===== src/rtl/soc_addr_decoder_n_if.sv =====
// Bus bundle between the MIPS data port, the address decoder and its slaves.
// The slave modport is the decoder's view; the master modport is the surrounding system.
interface soc_addr_decoder_n_if #(
  parameter int ADDR_W  = 32,
  parameter int NUM_SLV = 4,
  parameter int RS_W    = $clog2(NUM_SLV + 1)
);
  logic               req;
  logic               we;
  logic [ADDR_W-1:0]  addr;
  logic [NUM_SLV-1:0] slv_ready;
  logic               err_clr;
  logic [NUM_SLV-1:0] slv_sel;
  logic [NUM_SLV-1:0] slv_we;
  logic               bus_ready;
  logic [RS_W-1:0]    rd_sel;
  logic               rd_sel_valid;
  logic               err_pulse;
  logic               err_sticky;
  logic [ADDR_W-1:0]  err_addr;

  modport slave (
    input  req, we, addr, slv_ready, err_clr,
    output slv_sel, slv_we, bus_ready, rd_sel, rd_sel_valid,
           err_pulse, err_sticky, err_addr
  );

  modport master (
    output req, we, addr, slv_ready, err_clr,
    input  slv_sel, slv_we, bus_ready, rd_sel, rd_sel_valid,
           err_pulse, err_sticky, err_addr
  );
endinterface


===== src/rtl/soc_addr_decoder_n.sv =====
// Region-map address decoder with per-slave wait states, access timeout,
// registered read-mux select and sticky bus-error capture.
module soc_addr_decoder_n #(
  parameter int ADDR_W      = 32,
  parameter int NUM_SLV     = 4,
  parameter int SEL_HI      = 11,
  parameter int SEL_LO      = 8,
  parameter int PERIPH_BASE = 8,
  parameter int TIMEOUT     = 15,
  parameter int RS_W        = $clog2(NUM_SLV + 1)
) (
  input logic               clk,
  input logic               rst_n,
  soc_addr_decoder_n_if.slave bus
);

  localparam int CODE_W = SEL_HI - SEL_LO + 1;
  localparam int CNT_W  = 8;

  typedef enum logic [0:0] {
    ST_IDLE = 1'b0,
    ST_WAIT = 1'b1
  } state_e;

  state_e             state_q, state_d;
  logic [RS_W-1:0]    idx_q, idx_d;
  logic [CNT_W-1:0]   cnt_q, cnt_d;
  logic [RS_W-1:0]    rd_sel_q, rd_sel_d;
  logic               rd_valid_q, rd_valid_d;
  logic               sticky_q, sticky_d;
  logic [ADDR_W-1:0]  err_addr_q, err_addr_d;

  logic [CODE_W-1:0]  code_s;
  logic               hit_s;
  logic [RS_W-1:0]    map_idx_s;
  logic [RS_W-1:0]    cur_idx_s;
  logic [NUM_SLV-1:0] cur_oh_s;
  logic               rdy_hit_s;
  logic               timeout_s;
  logic [NUM_SLV-1:0] sel_s;
  logic               bus_ready_s;
  logic               err_s;
  logic               read_done_s;

  assign code_s    = bus.addr[SEL_HI:SEL_LO];
  assign cur_idx_s = (state_q == ST_WAIT) ? idx_q : map_idx_s;
  assign rdy_hit_s = |(bus.slv_ready & cur_oh_s);
  assign timeout_s = (cnt_q == CNT_W'(TIMEOUT - 1));

  // Region decode: code 0 is data memory, a contiguous code block maps the peripherals.
  always_comb begin
    hit_s     = 1'b0;
    map_idx_s = '0;
    if (code_s == '0) begin
      hit_s     = 1'b1;
      map_idx_s = '0;
    end else begin
      for (int k = 1; k < NUM_SLV; k++) begin
        if (code_s == CODE_W'(PERIPH_BASE + k - 1)) begin
          hit_s     = 1'b1;
          map_idx_s = RS_W'(k);
        end
      end
    end
  end

  // One-hot form of the slave currently addressed (decoded or captured).
  always_comb begin
    cur_oh_s = '0;
    for (int k = 0; k < NUM_SLV; k++) begin
      cur_oh_s[k] = (cur_idx_s == RS_W'(k));
    end
  end

  // State register and all sequential bookkeeping.
  always_ff @(posedge clk or negedge rst_n) begin
    if (!rst_n) begin
      state_q    <= ST_IDLE;
      idx_q      <= '0;
      cnt_q      <= '0;
      rd_sel_q   <= RS_W'(NUM_SLV);
      rd_valid_q <= 1'b0;
      sticky_q   <= 1'b0;
      err_addr_q <= '0;
    end else begin
      state_q    <= state_d;
      idx_q      <= idx_d;
      cnt_q      <= cnt_d;
      rd_sel_q   <= rd_sel_d;
      rd_valid_q <= rd_valid_d;
      sticky_q   <= sticky_d;
      err_addr_q <= err_addr_d;
    end
  end

  // Next-state logic: enter WAIT only for a mapped slave that is not ready yet.
  always_comb begin
    state_d = state_q;
    idx_d   = idx_q;
    cnt_d   = cnt_q;
    case (state_q)
      ST_IDLE: begin
        if (bus.req && hit_s && !rdy_hit_s) begin
          state_d = ST_WAIT;
          idx_d   = map_idx_s;
          cnt_d   = '0;
        end else begin
          state_d = ST_IDLE;
        end
      end
      ST_WAIT: begin
        if (bus_ready_s) begin
          state_d = ST_IDLE;
          cnt_d   = '0;
        end else begin
          cnt_d = cnt_q + CNT_W'(1);
        end
      end
      default: begin
        state_d = ST_IDLE;
        cnt_d   = '0;
      end
    endcase
  end

  // Output logic; a ready slave beats a timeout landing on the same cycle.
  always_comb begin
    sel_s       = '0;
    bus_ready_s = 1'b0;
    err_s       = 1'b0;
    if (rst_n) begin
      case (state_q)
        ST_IDLE: begin
          if (bus.req && hit_s) begin
            sel_s       = cur_oh_s;
            bus_ready_s = rdy_hit_s;
          end else if (bus.req) begin
            bus_ready_s = 1'b1;
            err_s       = 1'b1;
          end else begin
            sel_s = '0;
          end
        end
        ST_WAIT: begin
          if (rdy_hit_s) begin
            sel_s       = cur_oh_s;
            bus_ready_s = 1'b1;
          end else if (timeout_s) begin
            bus_ready_s = 1'b1;
            err_s       = 1'b1;
          end else begin
            sel_s = cur_oh_s;
          end
        end
        default: begin
          sel_s = '0;
        end
      endcase
    end else begin
      sel_s = '0;
    end
  end

  assign read_done_s = bus_ready_s & ~bus.we;

  // Read-select alignment and error log; an error sets the flag even while clearing.
  always_comb begin
    rd_sel_d   = rd_sel_q;
    rd_valid_d = read_done_s;
    sticky_d   = sticky_q;
    err_addr_d = err_addr_q;
    if (read_done_s) begin
      rd_sel_d = err_s ? RS_W'(NUM_SLV) : cur_idx_s;
    end else begin
      rd_sel_d = rd_sel_q;
    end
    if (err_s) begin
      sticky_d = 1'b1;
      if (!sticky_q) begin
        err_addr_d = bus.addr;
      end else begin
        err_addr_d = err_addr_q;
      end
    end else if (bus.err_clr) begin
      sticky_d = 1'b0;
    end else begin
      sticky_d = sticky_q;
    end
  end

  assign bus.slv_sel      = sel_s;
  assign bus.slv_we       = sel_s & {NUM_SLV{bus.we}};
  assign bus.bus_ready    = bus_ready_s;
  assign bus.err_pulse    = err_s;
  assign bus.rd_sel       = rd_sel_q;
  assign bus.rd_sel_valid = rd_valid_q;
  assign bus.err_sticky   = sticky_q;
  assign bus.err_addr     = err_addr_q;

endmodule


===== src/flat_wrapper.sv =====
// flat-port wrapper written by rule: the top's interface ports become plain ports
module soc_addr_decoder_n_flat 
#(
  parameter int ADDR_W      = 32,
  parameter int NUM_SLV     = 4,
  parameter int SEL_HI      = 11,
  parameter int SEL_LO      = 8,
  parameter int PERIPH_BASE = 8,
  parameter int TIMEOUT     = 15,
  parameter int RS_W        = $clog2(NUM_SLV + 1)
)
  (clk, rst_n, bus_req, bus_we, bus_addr, bus_slv_ready, bus_err_clr, bus_slv_sel, bus_slv_we, bus_bus_ready, bus_rd_sel, bus_rd_sel_valid, bus_err_pulse, bus_err_sticky, bus_err_addr);
  soc_addr_decoder_n_if #(.ADDR_W(ADDR_W), .NUM_SLV(NUM_SLV), .RS_W(RS_W)) bus_i ();
  input logic clk;
  input logic rst_n;
  input wire logic [$bits(bus_i.req)-1:0] bus_req;
  input wire logic [$bits(bus_i.we)-1:0] bus_we;
  input wire logic [$bits(bus_i.addr)-1:0] bus_addr;
  input wire logic [$bits(bus_i.slv_ready)-1:0] bus_slv_ready;
  input wire logic [$bits(bus_i.err_clr)-1:0] bus_err_clr;
  output wire logic [$bits(bus_i.slv_sel)-1:0] bus_slv_sel;
  output wire logic [$bits(bus_i.slv_we)-1:0] bus_slv_we;
  output wire logic [$bits(bus_i.bus_ready)-1:0] bus_bus_ready;
  output wire logic [$bits(bus_i.rd_sel)-1:0] bus_rd_sel;
  output wire logic [$bits(bus_i.rd_sel_valid)-1:0] bus_rd_sel_valid;
  output wire logic [$bits(bus_i.err_pulse)-1:0] bus_err_pulse;
  output wire logic [$bits(bus_i.err_sticky)-1:0] bus_err_sticky;
  output wire logic [$bits(bus_i.err_addr)-1:0] bus_err_addr;
  assign bus_i.req = bus_req;
  assign bus_i.we = bus_we;
  assign bus_i.addr = bus_addr;
  assign bus_i.slv_ready = bus_slv_ready;
  assign bus_i.err_clr = bus_err_clr;
  assign bus_slv_sel = bus_i.slv_sel;
  assign bus_slv_we = bus_i.slv_we;
  assign bus_bus_ready = bus_i.bus_ready;
  assign bus_rd_sel = bus_i.rd_sel;
  assign bus_rd_sel_valid = bus_i.rd_sel_valid;
  assign bus_err_pulse = bus_i.err_pulse;
  assign bus_err_sticky = bus_i.err_sticky;
  assign bus_err_addr = bus_i.err_addr;
  soc_addr_decoder_n #(.ADDR_W(ADDR_W), .NUM_SLV(NUM_SLV), .SEL_HI(SEL_HI), .SEL_LO(SEL_LO), .PERIPH_BASE(PERIPH_BASE), .TIMEOUT(TIMEOUT), .RS_W(RS_W)) u_core (.clk(clk), .rst_n(rst_n), .bus(bus_i));
endmodule

===== config.mk =====
export PLATFORM = sky130hd
export DESIGN_NAME = soc_addr_decoder_n_flat
export DESIGN_NICKNAME = d
export VERILOG_FILES = /design/src/rtl/soc_addr_decoder_n_if.sv /design/src/rtl/soc_addr_decoder_n.sv /design/src/flat_wrapper.sv
export SDC_FILE = /design/constraint.sdc
export NUM_CORES = 1
export LEC_CHECK = 0
export CAP_MARGIN = 10
export CORE_UTILIZATION = 25
export DETAILED_ROUTE_END_ITERATION = 16
export GPL_TIMING_DRIVEN = 0
export HOLD_SLACK_MARGIN = 0.12
export RECOVER_POWER = 100
export SKIP_CTS_REPAIR_TIMING = 1
export SLEW_MARGIN = 15
export SYNTH_ARGS = -nofsm -noshare
export SYNTH_HDL_FRONTEND = slang
export SYNTH_SLANG_ARGS = --single-unit

===== constraint.sdc =====
create_clock -name clk -period 5.5 [get_ports clk]
set_input_delay 1.1 -clock clk [delete_from_list [all_inputs] [get_ports clk]]
set_output_delay 1.1 -clock clk [all_outputs]
set_load 0.01 [all_outputs]

=== Yosys cells after proc, flatten, opt, wreduce, memory -nomap -nowiden ===
Cells that the tools add are included.

* Bits in registers: 49
* Input port bits: 41
* Output and inout port bits: 47
* Logic and storage cells: 64

* $add $sub $neg: 1
* Equal/unequal tests: 8
* Multiplexer cells: 33
* Bitwise gates (word level): 6
* Reductions and logical operators: 9

{| class="wikitable"
|+ Operators by type and width
! cell !! count
|-
| $mux W1 || 17
|-
| $mux W4 || 4
|-
| $mux W8 || 2
|-
| $pmux W8 S2 || 1
|-
| $eq A4 B4 Y1 const B || 3
|-
| $add A8 B1 Y8 const B || 1
|-
| $and A4 B4 Y4 || 2
|-
| $eq A8 B4 Y1 const B || 1
|-
| $pmux W4 S2 || 1
|-
| $eq A3 B2 Y1 const B || 2
|-
| $mux W2 || 3
|-
| $mux W3 || 2
|-
| $pmux W1 S2 || 3
|-
| $logic_not A4 Y1 || 1
|-
| $reduce_and A2 Y1 || 2
|-
| $reduce_or A4 Y1 || 1
|-
| $eq A3 B1 Y1 const B || 1
|-
| $logic_not A3 Y1 || 1
|-
| $not A1 Y1 || 3
|-
| $logic_and A1 B1 Y1 || 2
|-
| $ne A2 B1 Y1 const B || 1
|-
| $reduce_bool A2 Y1 || 1
|-
| $and A1 B1 Y1 || 1
|-
| $logic_not A1 Y1 || 1
|}

=== Longest topological paths before layout ===
Gate-level depths: netlist of run 1.

* Depth in word-level cells: 14
* Gate-level depth with buffers: 9
* Mapped depth without buffers: 8

=== Worst setup path before layout of run 1 ===
OpenSTA, ideal clock, no wires.

* Kind: input to output
* Start point: in bus_addr[10]
* End point: out bus_bus_ready
* Arrival time: 2373 ps
* Required time: 4400 ps
* Slack: 2027 ps
* Stages on the path: 6
* Buffers on the path: 0
* Cell sequence: nand2b_1 > o31ai_2 > nor2_1 > a22oi_1 > nor2_1 > nor2_1

* Cells in the longest elaborated chain, start to end: 12
* Elaborated cells on any way between the ends: 24
* Those cells by class: eq/ne: 6; mux: 13; bitwise: 1; reduce/logical: 4

{| class="wikitable"
|+ Ends and longest elaborated chain
! item !! RTL line !! text
|-
| from (decl) || flat_wrapper.sv:18 || <nowiki>input wire logic [$bits(bus_i.addr)-1:0] bus_addr;</nowiki>
|-
| $eq A4 B4 Y1 || soc_addr_decoder_n.sv:59 || <nowiki>if (code_s == CODE_W'(PERIPH_BASE + k - 1)) begin</nowiki>
|-
| $mux W1 || soc_addr_decoder_n.sv:59 ||
|-
| $mux W2 (2 in a row) || soc_addr_decoder_n.sv:59 ||
|-
| $mux W2 || soc_addr_decoder_n.sv:54 || <nowiki>if (code_s == '0) begin</nowiki>
|-
| $mux W3 || soc_addr_decoder_n.sv:46 || <nowiki>assign cur_idx_s = (state_q == ST_WAIT) ? idx_q : map_idx_s;</nowiki>
|-
| $eq A3 B1 Y1, or another cell as far along || soc_addr_decoder_n.sv:71 || <nowiki>cur_oh_s[k] = (cur_idx_s == RS_W'(k));</nowiki>
|-
| $and A4 B4 Y4 || soc_addr_decoder_n.sv:47 || <nowiki>assign rdy_hit_s = |(bus.slv_ready & cur_oh_s);</nowiki>
|-
| $reduce_or A4 Y1 || soc_addr_decoder_n.sv:47 ||
|-
| $mux W1, on equally long branches || soc_addr_decoder_n.sv:145, soc_addr_decoder_n.sv:134 ||
|-
| $pmux W1 S2 (*) || soc_addr_decoder_n.sv:132 || <nowiki>case (state_q)</nowiki>
|-
| $mux W1 (*) || soc_addr_decoder_n.sv:131 || <nowiki>if (rst_n) begin</nowiki>
|-
| to (decl) || flat_wrapper.sv:23 || <nowiki>output wire logic [$bits(bus_i.bus_ready)-1:0] bus_bus_ready;</nowiki>
|}

Every way passes the cells marked *; elsewhere a longest branch is shown, timed or not.

=== Worst setup path in the final report of run 1 ===
Same ends and word-level chain as after synthesis.

==> results.cfg, run 1 <==
[final_layout]
layout_common_cells = dlygate4sd3_1 (49), dfrtp_1 (47), clkdlybuf4s50_1 (37)
multi_input_area_um2 = 987.2
seq_area_um2 = 1202
utilization = 0.3852
final_common_cell = dlygate4sd3_1
fin_cells = 395
drive_gt1_frac = 0.1220
num-fill-cells = 879
diodes = 0
nets = 329
area_growth_pct = 48.32
fin_area_um2 = 3376

[synth]
synth_warnings = 0
synth_top_area_share = 0.5168
ys_types = 41
syn_avg_cell_area_um2 = 11.85
mappedNetlistNets = 235
synthTopCellsByArea = dfrtp_1 (52%), mux2_2 (8.9%), mux2_1 (6.9%)
synth-seq-area-share = 0.5283
synth_cells = 192
mappedNetlistArea_um2 = 2276
synth-seq-cells = 48
yosys.area.top_type = dfrtp_1

[die]
core_um2 = 8763
io_pins = 88
die_width_um = 97.42
core.rowCount = 34
die_h_um = 97.42
die_area_um2 = 9490
start_util = 0.2597

[sta]
tns_ps = 0
fin_crit_ps = 4958
worstMarginPinSlew_ps = 852.3
maxSlewHeadroom = 0.4318
hold_slack_ps = 471.7
setup_violations = 0
report.final.slew_viol_count = 0
finalHoldViolations = 0
skew_ps = 5.947
max_freq_ghz = 0.2017
fin_crit_sh = 0.9014
setup_ws_ps = 542.1
rsz0062_at_grt = false

[critical_path]
cp_num_cells = 8
critical-path-top-delay-family = buffers and inverters
path_max_fanout = 8
cpMaxStageDelayCell = o31ai_2
endpoint_kind = output port
required_ps = 4400
ff2ff_path_depth = 7
crit_buf_inv = 2
cpMostUsedCell = nor2_1
cp.arrival_ps = 3860
critical_path_class = in -> out
slowest_delay_ps = 660
cp_cell_sequence = dlygate4sd3_1 > nand2b_1 > o31ai_2 > nor2_1 > a22oi_1 > nor2_1 > nor2_1 > dlygate4sd3_1
critPathLaunchType = primary input

[global_route]
grt_max_degree = 52
antenna_found_initial = 0
track_usage = 0.1169
overflow = 0
grt_pass1_wl_um = 9142
grt_pass1_vias = 1855

[power_and_ir_drop]
clkPwrFrac = 0.184
power.switching_mw = 0.4737
p_leak_nw = 1.415
power_mw = 1.493
swShare = 0.3173
share_comb_of_total_power = 0.431
intPower_mw = 1.019
seq_power_share = 0.385
cellPowerDensity_nw_per_um2 = 442.3
ir_worst_vdd_mv = 0.1337

[placement]
place_hpwl_um = 3831
place_ws_ps = 766.2
dp_cells = 387
placed_area_um2 = 3279
routabilityCongestion = 0.8158
port_buffers = 87

[hold_path]
holdCritPathClass = reg -> reg
min_path_cells = 2

[cts]
cts_made_buffers = 5
clock_tree.htree_level_count = 2
root_buffer = clkbuf_8
clk_path_buf_depth = 2
cts_tree = built
insertion_delay_ps = 300
clkSinkCount = 48
clk_pin_slew_ps = 80

[routing]
drtPass1Iterations = 4
drt-vias-per-instance = 4.618
ant_nets = 0
vias = 1824
wl_per_cell_um = 13.15
first_iter_violations = 55
drc = 0
routed_wl_um = 5194

[outcome]
outcome = completed

[flow_run]
maxCapViolCount = 0
[final timing paths]
path / start / end / slack [ps]
max: bus_addr[10] / bus_bus_ready / 540
min: u_core.bus.rd_sel[2]$_DFFE_PN1P_ / u_core.bus.rd_sel[2]$_DFFE_PN1P_ / 470
min in group asynchronous: rst_n / u_core.bus.err_addr[5]$_DFFE_PN0P_ / 820
min reg2reg: u_core.bus.rd_sel[2]$_DFFE_PN1P_ / u_core.bus.rd_sel[2]$_DFFE_PN1P_ / 470
max in group asynchronous: rst_n / u_core.idx_q[1]$_DFFE_PN0P_ / 4260
max reg2reg: u_core.cnt_q[4]$_DFFE_PN0P_ / u_core.bus.err_addr[11]$_DFFE_PN0P_ / 2380
[Yosys cell counts]
library cell / number
ha_1: 2
o211ai_1: 2
nand4_1: 3
o31ai_2: 1
xnor2_1: 1
nand3b_1: 1
nor4_4: 1
nor3_1: 5
buf_6: 3
a222oi_1: 1
mux2_2: 18
mux4_2: 1
o41ai_1: 1
buf_4: 1
dfstp_2: 1
nor2_1: 18
nor2b_1: 4
nor2_4: 1
o32ai_1: 1
o22ai_1: 2
a22oi_1: 1
inv_1: 9
a31o_1: 3
o21a_1: 1
a21bo_2: 1
dfrtp_1: 47
o21ai_0: 7
mux2i_1: 4
o21bai_1: 1
and3_1: 1
or4b_4: 1
nand2_1: 14
a32o_1: 3
a2bb2oi_1: 1
mux2_1: 14
nand3_1: 7
nand2b_1: 1
clkbuf_1: 1
o31a_1: 2
a21oi_1: 4
nor3_2: 1
[state kept, by name, indices dropped and copies added (netlist names)]
name / count
u_core.bus.rd_sel_valid: 1
u_core.bus.err_addr: 32
u_core.bus.rd_sel: 3
u_core.bus.err_sticky: 1
u_core.idx_q: 2
u_core.state_q: 1
u_core.cnt_q: 8
[final cells by class]
cell class	count	share of cell area
flip-flops and latches	48	0.3562
multi-input cells	130	0.2924
plain buffers	5	0.006672
well taps	108	0.04003
inverters	9	0.01001
clock inverters	1	0.008895
clock buffers	7	0.02854
repair buffers	87	0.2572
[worst register-to-register path, stage by stage, from the launching register on]
cell      delay [ps]
dfrtp_1          450
or4b_4           570
nor4_4           430
nor2b_1          210
o21bai_1         140
nor2_1           330
clkbuf_1         490
mux2_2           400
[power groups by stage]
stage | clock network [mW] | logic, mW | registers [mW]
after floorplan | 0 | 0.272 | 0.651
after global placement | 0 | 0.707 | 0.584
after detailed placement | 0 | 0.712 | 0.592
after CTS | 0.287 | 0.714 | 0.585
after global routing | 0.299 | 0.700 | 0.603
final | 0.275 | 0.644 | 0.574
[cell families after synthesis]
kind of cell	share of synthesized area
xor+xnor	0.003849
compound gates	0.1045
mux	0.1858
simple gates	0.1319
flops	0.5283
fa+ha+maj	0.01099
buf+inv	0.03463
[per-layer routing]
| layer | share of wire | GRT usage | vias up |
|---|---|---|---|
| li1 | - | - | 891 |
| met5 | 0 | 0 | - |
| met2 | 0.43 | 0.1743 | 73 |
| met4 | 0.013 | 0.03846 | 0 |
| met1 | 0.49 | 0.1682 | 854 |
| met3 | 0.064 | 0.02446 | 6 |
Note: power is estimated with default switching activity, not from simulation.
==> run 2, diff against run 1 <==
Settings changed: CORE_UTILIZATION 25 to 47, MAX_ROUTING_LAYER set to met4, PLACE_DENSITY set to 0.85.
==> run 2 against run 1 <==
Effect of this change: clock skew is 2.7 ps lower; final cell count is 14% lower; fmax rose by 1.7%; design area is 2.4% lower; first-iteration DRC count increased by 51%; die area down 46%; non-clock buffer count is 1 higher; setup slack better by 81 ps; critical path depth is the same; hold slack improved by 7.1 ps; critical endpoint is now bus_slv_sel[2]; largest power group unchanged; highest routed layer unchanged.
==> results.cfg, run 2 (synthesis results as in run 1) <==
[outcome]
outcome = completed

[placement]
place_hpwl_um = 4151
routabilityCongestion = 0.8095
port_buffers = 87
place_ws_ps = 834.4
placed_area_um2 = 3227

[sta]
report.final.slew_viol_count = 0
fin_crit_sh = 0.8867
fin_crit_ps = 4877
worstMarginPinSlew_ps = 1236
finalHoldViolations = 0
rsz0062_at_grt = false
setup_ws_ps = 623.4
tns_ps = 0
maxSlewHeadroom = 0.1762
max_freq_ghz = 0.2051
skew_ps = 3.297
setup_violations = 0

[critical_path]
r2r_end = u_core.bus.err_addr[23]$_DFFE_PN0P_
required_ps = 4400
crit_start = bus_addr[8]
critPathLaunchType = primary input
r2r_slack_ps = 2370
critical_path_class = in -> out
cp.arrival_ps = 3780
endpoint_kind = output port
path_max_fanout = 6
critPathCapture = bus_slv_sel[2]
r2r-start = u_core.cnt_q[4]$_DFFE_PN0P_
ff2ff_path_depth = 7

[routing]
routed_wl_um = 5382
ant_nets = 0
drt-vias-per-instance = 5.462
drtPass1Iterations = 4
first_iter_violations = 83
wl_per_cell_um = 15.83
drc = 0
vias = 1857

[final_layout]
layout_common_cells = dlygate4sd3_1 (48), dfrtp_1 (47), clkdlybuf4s50_1 (38)
fin_area_um2 = 3293
largest_reg_flops = 32
diodes = 0
area_growth_pct = 44.69
final_common_cell = dlygate4sd3_1
seq_area_um2 = 1202
multi_input_area_um2 = 987.2
nets = 330
drive_gt1_frac = 0.1215
num-fill-cells = 332

[power_and_ir_drop]
share_comb_of_total_power = 0.449
clkPwrFrac = 0.153
cellPowerDensity_nw_per_um2 = 443.4
swShare = 0.3406
power.switching_mw = 0.4973
ir_worst_vdd_mv = 0.2577
seq_power_share = 0.399
intPower_mw = 0.9627
p_leak_nw = 1.399

[cts]
clock_tree.htree_level_count = 2
clk_pin_slew_ps = 90
clkSinkCount = 48
cts_tree = built
clk_path_buf_depth = 2
root_buffer = clkbuf_8
insertion_delay_ps = 300
cts_made_buffers = 5

[die]
core_um2 = 4504
die_area_um2 = 5124
core.rowCount = 24
die_h_um = 71.59
die_width_um = 71.59
start_util = 0.5053
io_pins = 88

[global_route]
antenna_found_initial = 0
track_usage = 0.2291
grt_max_degree = 31
grt_pass1_wl_um = 8714
grt_pass1_vias = 1835
overflow = 0

[hold_path]
holdCritPathClass = reg -> reg

[flow_run]
maxCapViolCount = 0
==> run 2: changes by cell type in the layout (fill, tap and decap cells not counted) <==
cell / before / now
clkbuf_8: 7 / 6
buf_12: 0 / 1
dlygate4sd3_1: 49 / 48
buf_4: 2 / 1
clkdlybuf4s50_1: 37 / 38
clkbuf_1: 4 / 5
bufinv_16: 1 / 0
clkinvlp_4: 0 / 2
==> run 2: routing by layer <==
| metal | track usage | up-vias | share of wire |
|---|---|---|---|
| met4 | 0.07843 | 0 | 0.021 |
| met2 | 0.3757 | 66 | 0.50 |
| met5 | - | - | 0 |
| li1 | - | 891 | - |
| met1 | 0.2792 | 889 | 0.42 |
| met3 | 0.05626 | 11 | 0.054 |
==> run 2: stage by stage <==
stage | cells | utilization | hold WS (ps) | power [mW]
2_1_floorplan | 192 | - | 470.2 | 0.9231
3_3_place_gp | 331 | 0.7131 | 456.6 | 1.289
3_5_place_dp | 332 | 0.7164 | 468.6 | 1.316
4_1_cts | 340 | 0.7381 | 484.3 | 1.543
5_1_grt | 340 | 0.7311 | 491.8 | 1.548
6_report | 340 | 0.7311 | 478.8 | 1.460
==> run 2: critical path, cell delays in order <==
cell and delay [ps]:
dlygate4sd3_1 620, nor2b_1 160, o32ai_1 460, nand2_1 210, a21oi_1 270, nand3_1 200
nor2_1 140, dlygate4sd3_1 620
==> run 2: worst min-delay path by stage <==
| stage | start | end | slack (ps) | depth (start not counted) |
|---|---|---|---|---|
| final | u_core.bus.rd_sel[2]$_DFFE_PN1P_ | u_core.bus.rd_sel[2]$_DFFE_PN1P_ | 480 | 2 |
| after global routing | u_core.bus.rd_sel[2]$_DFFE_PN1P_ | u_core.bus.rd_sel[2]$_DFFE_PN1P_ | 490 | 2 |
| after CTS | u_core.bus.rd_sel[2]$_DFFE_PN1P_ | u_core.bus.rd_sel[2]$_DFFE_PN1P_ | 480 | 2 |
| after detailed placement | u_core.bus.rd_sel[2]$_DFFE_PN1P_ | u_core.bus.rd_sel[2]$_DFFE_PN1P_ | 470 | 2 |
| after global placement | u_core.bus.rd_sel[2]$_DFFE_PN1P_ | u_core.bus.rd_sel[2]$_DFFE_PN1P_ | 460 | 2 |
| after floorplan | u_core.bus.rd_sel[2]$_DFFE_PN1P_ | u_core.bus.rd_sel[2]$_DFFE_PN1P_ | 470 | 2 |
==> run 2: layout make-up <==
cell class,count,share of cell area
flip-flops and latches,48,0.3651
multi-input cells,130,0.2998
repair buffers,88,0.2686
clock buffers,6,0.02508
well taps,52,0.01976
inverters,9,0.01026
plain buffers,5,0.006839
clock inverters,2,0.004559
==> run 2: power groups by stage <==
stage,registers [mW],clock network (mW),logic (mW)
after global placement,0.587,0,0.702
after floorplan,0.651,0,0.272
after CTS,0.592,0.228,0.723
final,0.582,0.223,0.655
after detailed placement,0.598,0,0.718
after global routing,0.601,0.242,0.704
